### config.mk
export PLATFORM = sky130hd
export DESIGN_NAME = pll_reset_sequencer
export DESIGN_NICKNAME = d
export VERILOG_FILES = /design/src/rtl/pll_reset_sequencer.sv
export SDC_FILE = /design/constraint.sdc
export NUM_CORES = 1
export LEC_CHECK = 0
export CAP_MARGIN = 20
export CORE_ASPECT_RATIO = 0.9
export CORE_UTILIZATION = 56
export CTS_BUF_LIST = sky130_fd_sc_hd__clkbuf_2
export CTS_CLUSTER_SIZE = 30
export DETAILED_ROUTE_END_ITERATION = 8
export MAX_ROUTING_LAYER = met4
export PLACE_DENSITY_LB_ADDON = 0.25
export SLEW_MARGIN = 15
export SYNTH_ARGS = -nofsm -noshare
export SYNTH_HDL_FRONTEND = slang
export SYNTH_SLANG_ARGS = --single-unit
### constraint.sdc
create_clock -name clk_16mhz -period 2.3 [get_ports clk_16mhz]
set_input_delay 0.46 -clock clk_16mhz [delete_from_list [all_inputs] [get_ports clk_16mhz]]
set_output_delay 0.46 -clock clk_16mhz [all_outputs]
set_load 0.02 [all_outputs]
### src/rtl/pll_reset_sequencer.sv
// USB PLL power-up/recovery sequencer on the 16 MHz reference clock.
// Drives PLL RESETB, qualifies LOCK and gates the 48 MHz domain reset.
module pll_reset_sequencer #(
    parameter int RESET_CYCLES  = 16,
    parameter int LOCK_TIMEOUT  = 16384,
    parameter int STABLE_CYCLES = 1024,
    parameter int MAX_RETRIES   = 7,
    parameter int RETRY_W       = 4
) (
    input  logic               clk_16mhz,
    input  logic               reset_n,
    input  logic               locked,
    input  logic               soft_reset,
    output logic               pll_resetb,
    output logic               sys_reset_n,
    output logic               ready,
    output logic               fault,
    output logic [RETRY_W-1:0] retry_count,
    output logic [2:0]         state
);

    localparam int MAX_AB = (RESET_CYCLES > LOCK_TIMEOUT) ? RESET_CYCLES : LOCK_TIMEOUT;
    localparam int MAXV   = (MAX_AB > STABLE_CYCLES) ? MAX_AB : STABLE_CYCLES;
    localparam int CW     = $clog2(MAXV + 1);

    localparam logic [CW-1:0] RST_LAST = CW'(RESET_CYCLES - 1);
    localparam logic [CW-1:0] TO_LD    = CW'(LOCK_TIMEOUT - 1);
    localparam logic [CW-1:0] STB_LD   = CW'(STABLE_CYCLES - 1);
    localparam logic [RETRY_W-1:0] RETRY_MAX = {RETRY_W{1'b1}};
    localparam logic [RETRY_W-1:0] RETRY_LIM = RETRY_W'(MAX_RETRIES);

    typedef enum logic [2:0] {
        PLL_RST   = 3'd0,
        WAIT_LOCK = 3'd1,
        STABLE    = 3'd2,
        RUN       = 3'd3,
        FAULT     = 3'd4
    } state_t;

    state_t       st, nxt;
    logic [CW-1:0] cnt, cnt_nxt;
    logic         lock_m, lock_s;
    logic         fail;

    always_ff @(posedge clk_16mhz or negedge reset_n) begin
        if (!reset_n) begin
            lock_m <= 1'b0;
            lock_s <= 1'b0;
        end else begin
            lock_m <= locked;
            lock_s <= lock_m;
        end
    end

    // PLL_RST counts up from 0 so the reset value doubles as its reload;
    // WAIT_LOCK and STABLE count down to 0.
    always_comb begin
        nxt     = st;
        cnt_nxt = cnt;
        fail    = 1'b0;
        if (soft_reset && st != FAULT) begin
            nxt     = PLL_RST;
            cnt_nxt = '0;
        end else begin
            case (st)
                PLL_RST: begin
                    if (cnt == RST_LAST) begin
                        nxt     = WAIT_LOCK;
                        cnt_nxt = TO_LD;
                    end else begin
                        cnt_nxt = cnt + 1'b1;
                    end
                end
                WAIT_LOCK: begin
                    if (lock_s) begin
                        nxt     = STABLE;
                        cnt_nxt = STB_LD;
                    end else if (cnt == '0) begin
                        fail = 1'b1;
                    end else begin
                        cnt_nxt = cnt - 1'b1;
                    end
                end
                STABLE: begin
                    if (!lock_s) begin
                        nxt     = WAIT_LOCK;
                        cnt_nxt = TO_LD;
                    end else if (cnt == '0) begin
                        nxt = RUN;
                    end else begin
                        cnt_nxt = cnt - 1'b1;
                    end
                end
                RUN: begin
                    if (!lock_s) fail = 1'b1;
                end
                FAULT: begin
                    nxt = FAULT;
                end
                default: begin
                    nxt     = PLL_RST;
                    cnt_nxt = '0;
                end
            endcase
            if (fail) begin
                nxt     = (retry_count >= RETRY_LIM) ? FAULT : PLL_RST;
                cnt_nxt = '0;
            end
        end
    end

    // Outputs are decoded from the next state so they toggle with st.
    always_ff @(posedge clk_16mhz or negedge reset_n) begin
        if (!reset_n) begin
            st          <= PLL_RST;
            cnt         <= '0;
            retry_count <= '0;
            pll_resetb  <= 1'b0;
            sys_reset_n <= 1'b0;
            ready       <= 1'b0;
            fault       <= 1'b0;
        end else begin
            st          <= nxt;
            cnt         <= cnt_nxt;
            if (fail && retry_count != RETRY_MAX)
                retry_count <= retry_count + 1'b1;
            pll_resetb  <= (nxt == WAIT_LOCK) || (nxt == STABLE) || (nxt == RUN);
            sys_reset_n <= (nxt == RUN);
            ready       <= (nxt == RUN);
            fault       <= (nxt == FAULT);
        end
    end

    assign state = st;

endmodule

==> impl_results.html, run 1 <==
<table>
<tr><th>Metric</th><th>Value</th></tr>
<tr><th colspan="2">Outcome</th></tr>
<tr><td>Outcome</td><td>finished clean</td></tr>
<tr><th colspan="2">Yosys</th></tr>
<tr><td>Part of the Yosys area used for sequential elements</td><td>29.6%</td></tr>
<tr><td>Synthesized instance count</td><td>between 200 and 300</td></tr>
<tr><td>Ys async rst share</td><td>100%</td></tr>
<tr><td>Post-Synthesis Cell Area</td><td>0.00228 sq mm</td></tr>
<tr><td>Number of enable-type register cells in the synthesized netlist</td><td>0</td></tr>
<tr><td>Net count after synthesis</td><td>282</td></tr>
<tr><td>Number of warnings reported in the yosys synthesis log</td><td>0</td></tr>
<tr><td>Unique masters post-synth</td><td>63</td></tr>
<tr><td>Dominant synthesized flop cell</td><td>dfrtp_1</td></tr>
<tr><td>Mean Syn Cell Area</td><td>8.33 sq um</td></tr>
<tr><td>Flops &amp; latches, synth</td><td>27</td></tr>
<tr><th colspan="2">Drt</th></tr>
<tr><td>Routed vias/inst</td><td>6.97</td></tr>
<tr><td>Length of the first detailed-routing pass in iterations</td><td>5</td></tr>
<tr><td>Post-DRT Antenna Nets</td><td>0</td></tr>
<tr><td>Drt total wl</td><td>6.58 mm</td></tr>
<tr><td>Iteration-0 DRC count of the detailed router</td><td>roughly 400</td></tr>
<tr><td>Vias post-DR</td><td>~2400</td></tr>
<tr><td>Detailed-route wire length per cell</td><td>18.8 microns</td></tr>
<tr><td>Post-route DRC</td><td>0</td></tr>
<tr><th colspan="2">Clocking</th></tr>
<tr><td>Clock tree from TritonCTS</td><td>done</td></tr>
<tr><td>Post-cts hold buffer count</td><td>0</td></tr>
<tr><td>Clock-pin slew on the worst setup and hold paths</td><td>around 300 ps</td></tr>
<tr><td>Clock network latency to the later pin of the worst-skew pair</td><td>410 ps</td></tr>
<tr><td>Clock root cell</td><td>clkbuf_2</td></tr>
<tr><td>Number of buffers inserted during clock tree synthesis</td><td>3</td></tr>
<tr><td>Clock Sinks</td><td>27</td></tr>
<tr><td>Number of H-tree branching levels</td><td>1</td></tr>
<tr><td>Number of buffers between clock root and the deepest sink</td><td>2</td></tr>
<tr><th colspan="2">Timing</th></tr>
<tr><td>Number of max-slew violations in the final report</td><td>0</td></tr>
<tr><td>Tightest slew margin relative to the limit</td><td>58.5%</td></tr>
<tr><td>Final period utilization</td><td>95.0%</td></tr>
<tr><td>Sum of negative setup slack</td><td>0 ps</td></tr>
<tr><td>Final Skew</td><td>around 26 ps</td></tr>
<tr><td>Setup repair after global routing missed its margin</td><td>false</td></tr>
<tr><td>Fmax</td><td>~0.46 GHz</td></tr>
<tr><td>Number of setup violations in the final report</td><td>0</td></tr>
<tr><td>Worst slack on hold paths</td><td>359 ps</td></tr>
<tr><td>Setup slack of the critical path after layout</td><td>~120 ps</td></tr>
<tr><td>Slew of the pin with the lowest slew margin</td><td>618 ps</td></tr>
<tr><td>Final hold violations</td><td>0</td></tr>
<tr><td>Minimum clock period</td><td>approximately 2200 ps</td></tr>
<tr><th colspan="2">Floorplan</th></tr>
<tr><td>Floorplan die width</td><td>between 60 and 70 microns</td></tr>
<tr><td>Top Ports</td><td>15</td></tr>
<tr><td>Area inside the core boundary</td><td>0.00381 sq mm</td></tr>
<tr><td>Die H</td><td>62.6 microns</td></tr>
<tr><td>Number of rows in the core area</td><td>21</td></tr>
<tr><td>Floorplan die area</td><td>around 0.0043 sq mm</td></tr>
<tr><td>Initial cell density of the core</td><td>59.9%</td></tr>
<tr><th colspan="2">Final layout</th></tr>
<tr><td>Fraction of layout cells with a size suffix above 1</td><td>about a fifth</td></tr>
<tr><td>Diodes inserted</td><td>0</td></tr>
<tr><td>NumNets Final</td><td>between 300 and 400</td></tr>
<tr><td>Layout overhead on the synthesized area</td><td>16.9%</td></tr>
<tr><td>Most used cells in the layout excluding fill and tap cells</td><td>buf_4, dfrtp_1, a21oi_1, o21ai_0, nor2_1</td></tr>
<tr><td>Most common cell after layout, fill and taps aside</td><td>buf_4</td></tr>
<tr><th colspan="2">Critical path</th></tr>
<tr><td>Path type of the worst setup path</td><td>reg -&gt; reg</td></tr>
<tr><td>Critical Path Fanout Max</td><td>9</td></tr>
<tr><td>Launching element type of the critical path</td><td>register</td></tr>
<tr><td>Crit path DAT</td><td>2500 ps</td></tr>
<tr><td>Endpoint of the worst register-to-register path</td><td>retry_count[1]</td></tr>
<tr><td>Required time of the worst setup path</td><td>roughly 2600 ps</td></tr>
<tr><td>Launch point of the worst reg-to-reg path</td><td>cnt[11]</td></tr>
<tr><td>Worst-case register-to-register setup slack</td><td>120 ps</td></tr>
<tr><td>Worst reg-to-reg path cell count</td><td>5</td></tr>
<tr><td>Critical path capture point type</td><td>register</td></tr>
<tr><th colspan="2">Global route</th></tr>
<tr><td>Number of antenna violations at the first check in global routing</td><td>0</td></tr>
<tr><td>Gr ovfl total</td><td>0</td></tr>
<tr><td>Total Routing Usage GR</td><td>32.4%</td></tr>
<tr><td>Maximum number of pins on one net before global-route repair</td><td>28</td></tr>
<tr><td>Global-route wire length before repair</td><td>11.0 mm</td></tr>
<tr><td>Via count of the first global-routing pass</td><td>about 2200</td></tr>
<tr><th colspan="2">Worst hold path</th></tr>
<tr><td>Worst hold-check path type</td><td>in -&gt; async</td></tr>
<tr><th colspan="2">Pwr</th></tr>
<tr><td>PD cells</td><td>around 420 mW/mm^2</td></tr>
<tr><td>Worst IR drop on VDD</td><td>0.451 mV</td></tr>
<tr><td>Leakage component of the power</td><td>around 1.1 nW</td></tr>
<tr><th colspan="2">Place</th></tr>
<tr><td>Placer Congestion</td><td>1.05</td></tr>
<tr><td>Count of input and output buffers</td><td>14</td></tr>
<tr><td>Dpl hpwl</td><td>4.79 mm</td></tr>
<tr><td>Worst setup timing slack at the placement stage</td><td>89.7 ps</td></tr>
<tr><th colspan="2">Job</th></tr>
<tr><td>Max-capacitance violation count</td><td>0</td></tr>
</table>
metal layers:
layer | wire length (microns) | vias up | track usage [%] | part of all wire, %
met5 | 0 | - | - | 0
met3 | 703 | 18 | 8.06 | 11
li1 | - | 1112 | - | -
met4 | 129 | 0 | 12.0 | 2.0
met2 | 2870 | 175 | 45.1 | 44
met1 | 2880 | 1133 | 45.4 | 44
per-stage QoR:
| stage | power (mW) | instance area [sq um] | std cells | util [%] |
|---|---|---|---|---|
| final | 1.13 | 2670 | 350 | 70.1 |
| after global routing | 1.19 | 2670 | 350 | 70.1 |
| after CTS | 1.11 | 2640 | 348 | 69.2 |
| after detailed placement | 0.908 | 2620 | 344 | 68.6 |
| after global placement | 0.902 | 2620 | 344 | 68.6 |
| after floorplan | 0.785 | 2280 | 274 | - |
worst max path at each step:
| stage | cells past startpoint | from | end | slack, ps |
|---|---|---|---|---|
| after floorplan | 7 | cnt[0] | retry_count[1] | 120 |
| final | 5 | cnt[11] | retry_count[1] | 120 |
| after global routing | 5 | cnt[3] | retry_count[1] | 10 |
| after global placement | 8 | cnt[0] | cnt[11] | 100 |
| after CTS | 7 | cnt[0] | retry_count[1] | 30 |
| after detailed placement | 7 | cnt[0] | retry_count[1] | 90 |
what timing repair did:
| item | 4_1_cts | 5_1_grt |
|---|---|---|
| setup endpoints to repair | 0 | 18 |
| setup buffers | 0 | 2 |
| hold endpoints to repair | 0 | 0 |
| resized for setup | 0 | 6 |
sequential cells by signal (all words and copies together) (netlist names):
name,flops
pll_resetb,1
lock_s,1
cnt,15
lock_m,1
fault,1
ready,1
state,3
retry_count,4
synth_stat cells (3+ instances only):
cell type  instances  share of area (%)
xnor2_1            6                2.3
dfrtp_1           27                 30
nor4_1             5                1.4
o22ai_1            4                1.1
nor3_1             8                1.8
a211oi_1          10                3.3
a21boi_0           3               0.99
nor2b_1            3               0.82
nand3_1           12                2.6
o31ai_1            3               0.99
nor2_1            17                2.8
a41oi_1            3                1.2
nand4_1            6                1.6
nand2b_1           3               0.82
o41ai_1            3                1.2
buf_2              7                1.5
clkbuf_1          12                2.0
and4_1             3                1.2
ha_1               4                2.2
or3_1              6                1.6
nor3b_1            3               0.99
nand2_1           16                2.6
o21ai_0           20                4.4
a311oi_1           3                1.2
or3b_2             4                1.5
a21oi_1           20                4.4
buf_4              3               0.99
inv_1              7                1.2
o211ai_1           5                1.6
and3_1             3               0.82
kinds of logic after synthesis:
logic type	share of synthesized area, %
AOI/OAI and AO/OA	30.1
DFF	29.6
adders and majority gates	2.19
buffers and inverters	6.14
muxes	2.08
and+or+nand+nor	27.2
xor gates and xnor gates	2.68
layout make-up:
class / instances / area (sq um)
repair buffers: 49 / 403
fillers: 308 / 1140
flip-flops and latches: 27 / 678
well taps: 46 / 57.6
multi-input cells: 217 / 1490
clock inverters: 1 / 5.00
inverters: 7 / 26.3
clock buffers: 3 / 15.0
critical path, cell delays in order (launching register included):
cell and delay [ps]:
dfrtp_1 600, nor3_2 350, nand4_2 230, a2111oi_4 460
nand2_2 120, mux2_4 310
where the power goes:
part | leakage, nW | switching [mW] | internal (mW)
registers | 0.365 | 0.0295 | 0.494
clock network | 0.0164 | 0.165 | 0.0395
logic | 0.704 | 0.239 | 0.167
Note: power is estimated with default switching activity, not from simulation.
==> run 2, diff against run 1 <==
CAP_MARGIN = not set   (was 20)
PLACE_DENSITY = 0.79   (was not set)
PLACE_DENSITY_LB_ADDON = not set   (was 0.25)
==> run 2 against run 1 <==
Compared with the run above:
- clock power shrank 5%
- total power shrank 1.1%
- count of clock-buffer cells in the layout grew 1
- global-route usage shrank 1.4 points
- non-clock buffer count grew 3
- critical path type unchanged
- critical endpoint is now cnt[9]
==> impl_results.html, run 2 (synthesized netlist as in run 1, its figures left out) <==
<table>
<tr><th>Metric</th><th>Value</th></tr>
<tr><th colspan="2">Outcome</th></tr>
<tr><td>Outcome</td><td>finished clean</td></tr>
<tr><th colspan="2">Floorplan</th></tr>
<tr><td>Initial cell density of the core</td><td>59.9%</td></tr>
<tr><td>Number of rows in the core area</td><td>21</td></tr>
<tr><td>Floorplan die area</td><td>around 0.0043 sq mm</td></tr>
<tr><td>Die H</td><td>around 63 microns</td></tr>
<tr><td>Top Ports</td><td>15</td></tr>
<tr><td>Area inside the core boundary</td><td>0.00381 sq mm</td></tr>
<tr><td>Floorplan die width</td><td>69.3 microns</td></tr>
<tr><th colspan="2">Global route</th></tr>
<tr><td>Maximum number of pins on one net before global-route repair</td><td>28</td></tr>
<tr><td>Number of antenna violations at the first check in global routing</td><td>0</td></tr>
<tr><td>Total Routing Usage GR</td><td>31.0%</td></tr>
<tr><td>Global-route wire length before repair</td><td>10.4 mm</td></tr>
<tr><td>Via count of the first global-routing pass</td><td>2050</td></tr>
<tr><td>Gr ovfl total</td><td>0</td></tr>
<tr><th colspan="2">Worst hold path</th></tr>
<tr><td>Worst hold-check path type</td><td>in -&gt; async</td></tr>
<tr><th colspan="2">Drt</th></tr>
<tr><td>Detailed-route wire length per cell</td><td>about 18 microns</td></tr>
<tr><td>Post-DRT Antenna Nets</td><td>0</td></tr>
<tr><td>Length of the first detailed-routing pass in iterations</td><td>7</td></tr>
<tr><td>Post-route DRC</td><td>0</td></tr>
<tr><td>Vias post-DR</td><td>approximately 2400</td></tr>
<tr><td>Drt total wl</td><td>between 6 and 7 mm</td></tr>
<tr><td>Iteration-0 DRC count of the detailed router</td><td>400</td></tr>
<tr><td>Routed vias/inst</td><td>6.75</td></tr>
<tr><th colspan="2">Critical path</th></tr>
<tr><td>Launch point of the worst reg-to-reg path</td><td>cnt[3]</td></tr>
<tr><td>Path type of the worst setup path</td><td>reg -&gt; reg</td></tr>
<tr><td>Worst path cell trace</td><td>or4_4, nor4_1, mux2_2, o21bai_1, nand3_1</td></tr>
<tr><td>Critical path capture point type</td><td>register</td></tr>
<tr><td>Critical Path Fanout Max</td><td>5</td></tr>
<tr><td>Worst-case register-to-register setup slack</td><td>110 ps</td></tr>
<tr><td>Worst reg-to-reg path cell count</td><td>5</td></tr>
<tr><td>Launching element type of the critical path</td><td>register</td></tr>
<tr><td>Slowest library cell on the worst path</td><td>or4_4</td></tr>
<tr><td>Endpoint of the worst register-to-register path</td><td>cnt[9]</td></tr>
<tr><td>Crit path DAT</td><td>2490 ps</td></tr>
<tr><td>Largest stage delay on the critical path</td><td>roughly 590 ps</td></tr>
<tr><td>Required time of the worst setup path</td><td>2600 ps</td></tr>
<tr><th colspan="2">Pwr</th></tr>
<tr><td>Combinational group share of total power</td><td>36.0%</td></tr>
<tr><td>PD cells</td><td>417 mW/mm^2</td></tr>
<tr><td>Internal power component</td><td>between 0.7 and 0.8 mW</td></tr>
<tr><td>Sequential power share</td><td>a little under half</td></tr>
<tr><td>Clk pwr share</td><td>around 17%</td></tr>
<tr><td>Switching power</td><td>0.413 mW</td></tr>
<tr><td>Switching power share of the total</td><td>36.9%</td></tr>
<tr><td>Leakage component of the power</td><td>1.11 nW</td></tr>
<tr><td>Worst IR drop on VDD</td><td>0.373 mV</td></tr>
<tr><td>Total power</td><td>1.12 mW</td></tr>
<tr><th colspan="2">Final layout</th></tr>
<tr><td>Layout overhead on the synthesized area</td><td>17.8%</td></tr>
<tr><td>Fraction of layout cells with a size suffix above 1</td><td>20.8%</td></tr>
<tr><td>Diodes inserted</td><td>0</td></tr>
<tr><td>Flip-flop count of the largest register after layout</td><td>15</td></tr>
<tr><td>Non-filler cells in the finished layout</td><td>353</td></tr>
<tr><td>NumNets Final</td><td>316</td></tr>
<tr><td>Most common cell after layout, fill and taps aside</td><td>buf_4</td></tr>
<tr><td>Most used cells in the layout excluding fill and tap cells</td><td>buf_4, dfrtp_1, a21oi_1</td></tr>
<tr><td>Top register by number of flip-flops</td><td>cnt</td></tr>
<tr><td>Finished layout cell area</td><td>0.00269 sq mm</td></tr>
<tr><th colspan="2">Timing</th></tr>
<tr><td>Sum of negative setup slack</td><td>0 ps</td></tr>
<tr><td>Slew of the pin with the lowest slew margin</td><td>about 550 ps</td></tr>
<tr><td>Minimum clock period</td><td>2190 ps</td></tr>
<tr><td>Number of setup violations in the final report</td><td>0</td></tr>
<tr><td>Setup repair after global routing missed its margin</td><td>false</td></tr>
<tr><td>Final period utilization</td><td>95.4%</td></tr>
<tr><td>Final hold violations</td><td>0</td></tr>
<tr><td>Final Skew</td><td>between 10 and 15 ps</td></tr>
<tr><td>Setup slack of the critical path after layout</td><td>about 110 ps</td></tr>
<tr><td>Number of max-slew violations in the final report</td><td>0</td></tr>
<tr><td>Fmax</td><td>0.456 GHz</td></tr>
<tr><td>Tightest slew margin relative to the limit</td><td>63.0%</td></tr>
<tr><th colspan="2">Place</th></tr>
<tr><td>Placed Cells incl. Taps</td><td>349</td></tr>
<tr><td>Placer Congestion</td><td>1.05</td></tr>
<tr><td>Worst setup timing slack at the placement stage</td><td>95.4 ps</td></tr>
<tr><td>Count of input and output buffers</td><td>14</td></tr>
<tr><td>Dpl cell area</td><td>0.00265 sq mm</td></tr>
<tr><td>Dpl hpwl</td><td>4.90 mm</td></tr>
<tr><th colspan="2">Clocking</th></tr>
<tr><td>Clock Sinks</td><td>27</td></tr>
<tr><td>Number of H-tree branching levels</td><td>1</td></tr>
<tr><td>Resized Gates After CTS</td><td>0</td></tr>
<tr><td>Clock tree from TritonCTS</td><td>done</td></tr>
<tr><td>Post-cts hold buffer count</td><td>0</td></tr>
<tr><td>Number of buffers inserted during clock tree synthesis</td><td>3</td></tr>
<tr><td>Clock network latency to the later pin of the worst-skew pair</td><td>380 ps</td></tr>
<tr><td>Post-CTS setup-driven buffer insertion count</td><td>0</td></tr>
<tr><td>Clock root cell</td><td>clkbuf_2</td></tr>
<tr><td>Clock-pin slew on the worst setup and hold paths</td><td>260 ps</td></tr>
<tr><td>Number of buffers between clock root and the deepest sink</td><td>2</td></tr>
<tr><th colspan="2">Job</th></tr>
<tr><td>Max-capacitance violation count</td><td>0</td></tr>
</table>
## run 2: stage by stage
stage,utilization (%),hold WS (ps)
finish,70.6,390
detailed placement,69.6,344
floorplan,-,164
CTS,70.1,391
global route,70.6,411
global placement,69.6,334
## run 2: critical path: cells and delay by family (launching register included)
kind / cells / cell delay (ps)
simple gates: 3 / 1040
mux: 1 / 370
flops: 1 / 520
compound gates: 1 / 180
## run 2: power by group through the flow
| stage | Combinational, mW | Sequential, mW | Clock, mW |
|---|---|---|---|
| after floorplan | 0.261 | 0.524 | 0 |
| after global placement | 0.377 | 0.526 | 0 |
| after detailed placement | 0.385 | 0.528 | 0 |
| after CTS | 0.387 | 0.520 | 0.209 |
| after global routing | 0.436 | 0.526 | 0.216 |
| final | 0.403 | 0.525 | 0.194 |
## run 2: area by class of cell
| class | count | area [sq um] |
|---|---|---|
| multi-input combinational | 217 | 1480 |
| inverter | 7 | 26.3 |
| fill | 310 | 1120 |
| sequential | 27 | 677 |
| timing repair buffer | 52 | 425 |
| clock buffer | 4 | 20.0 |
| tap | 46 | 57.6 |
## run 2: worst max path at each step
stage             start              to  slack, ps  depth (start not counted)
6_report         cnt[3]          cnt[9]        110                          5
5_1_grt          cnt[1]  retry_count[1]        0.2                          7
4_1_cts        state[2]        state[2]         20                          1
3_5_place_dp     cnt[0]         cnt[11]        100                          8
3_3_place_gp     cnt[1]  retry_count[1]        110                          7
2_1_floorplan    cnt[0]  retry_count[1]        120                          7
## run 2: routing by layer
layer	global-route usage, %	routed length (microns)	vias to the layer above
met5	-	0	-
met4	6.38	66	0
met3	5.97	656	11
met2	43.2	2800	139
met1	46.6	2950	1111
li1	-	-	1123
==> run 3, diff against run 2 <==
TNS_END_PERCENT = 5   (was not set)
==> results of run 3 <==
Same layout as run 2: the final DEF is identical, and so are final timing and power.
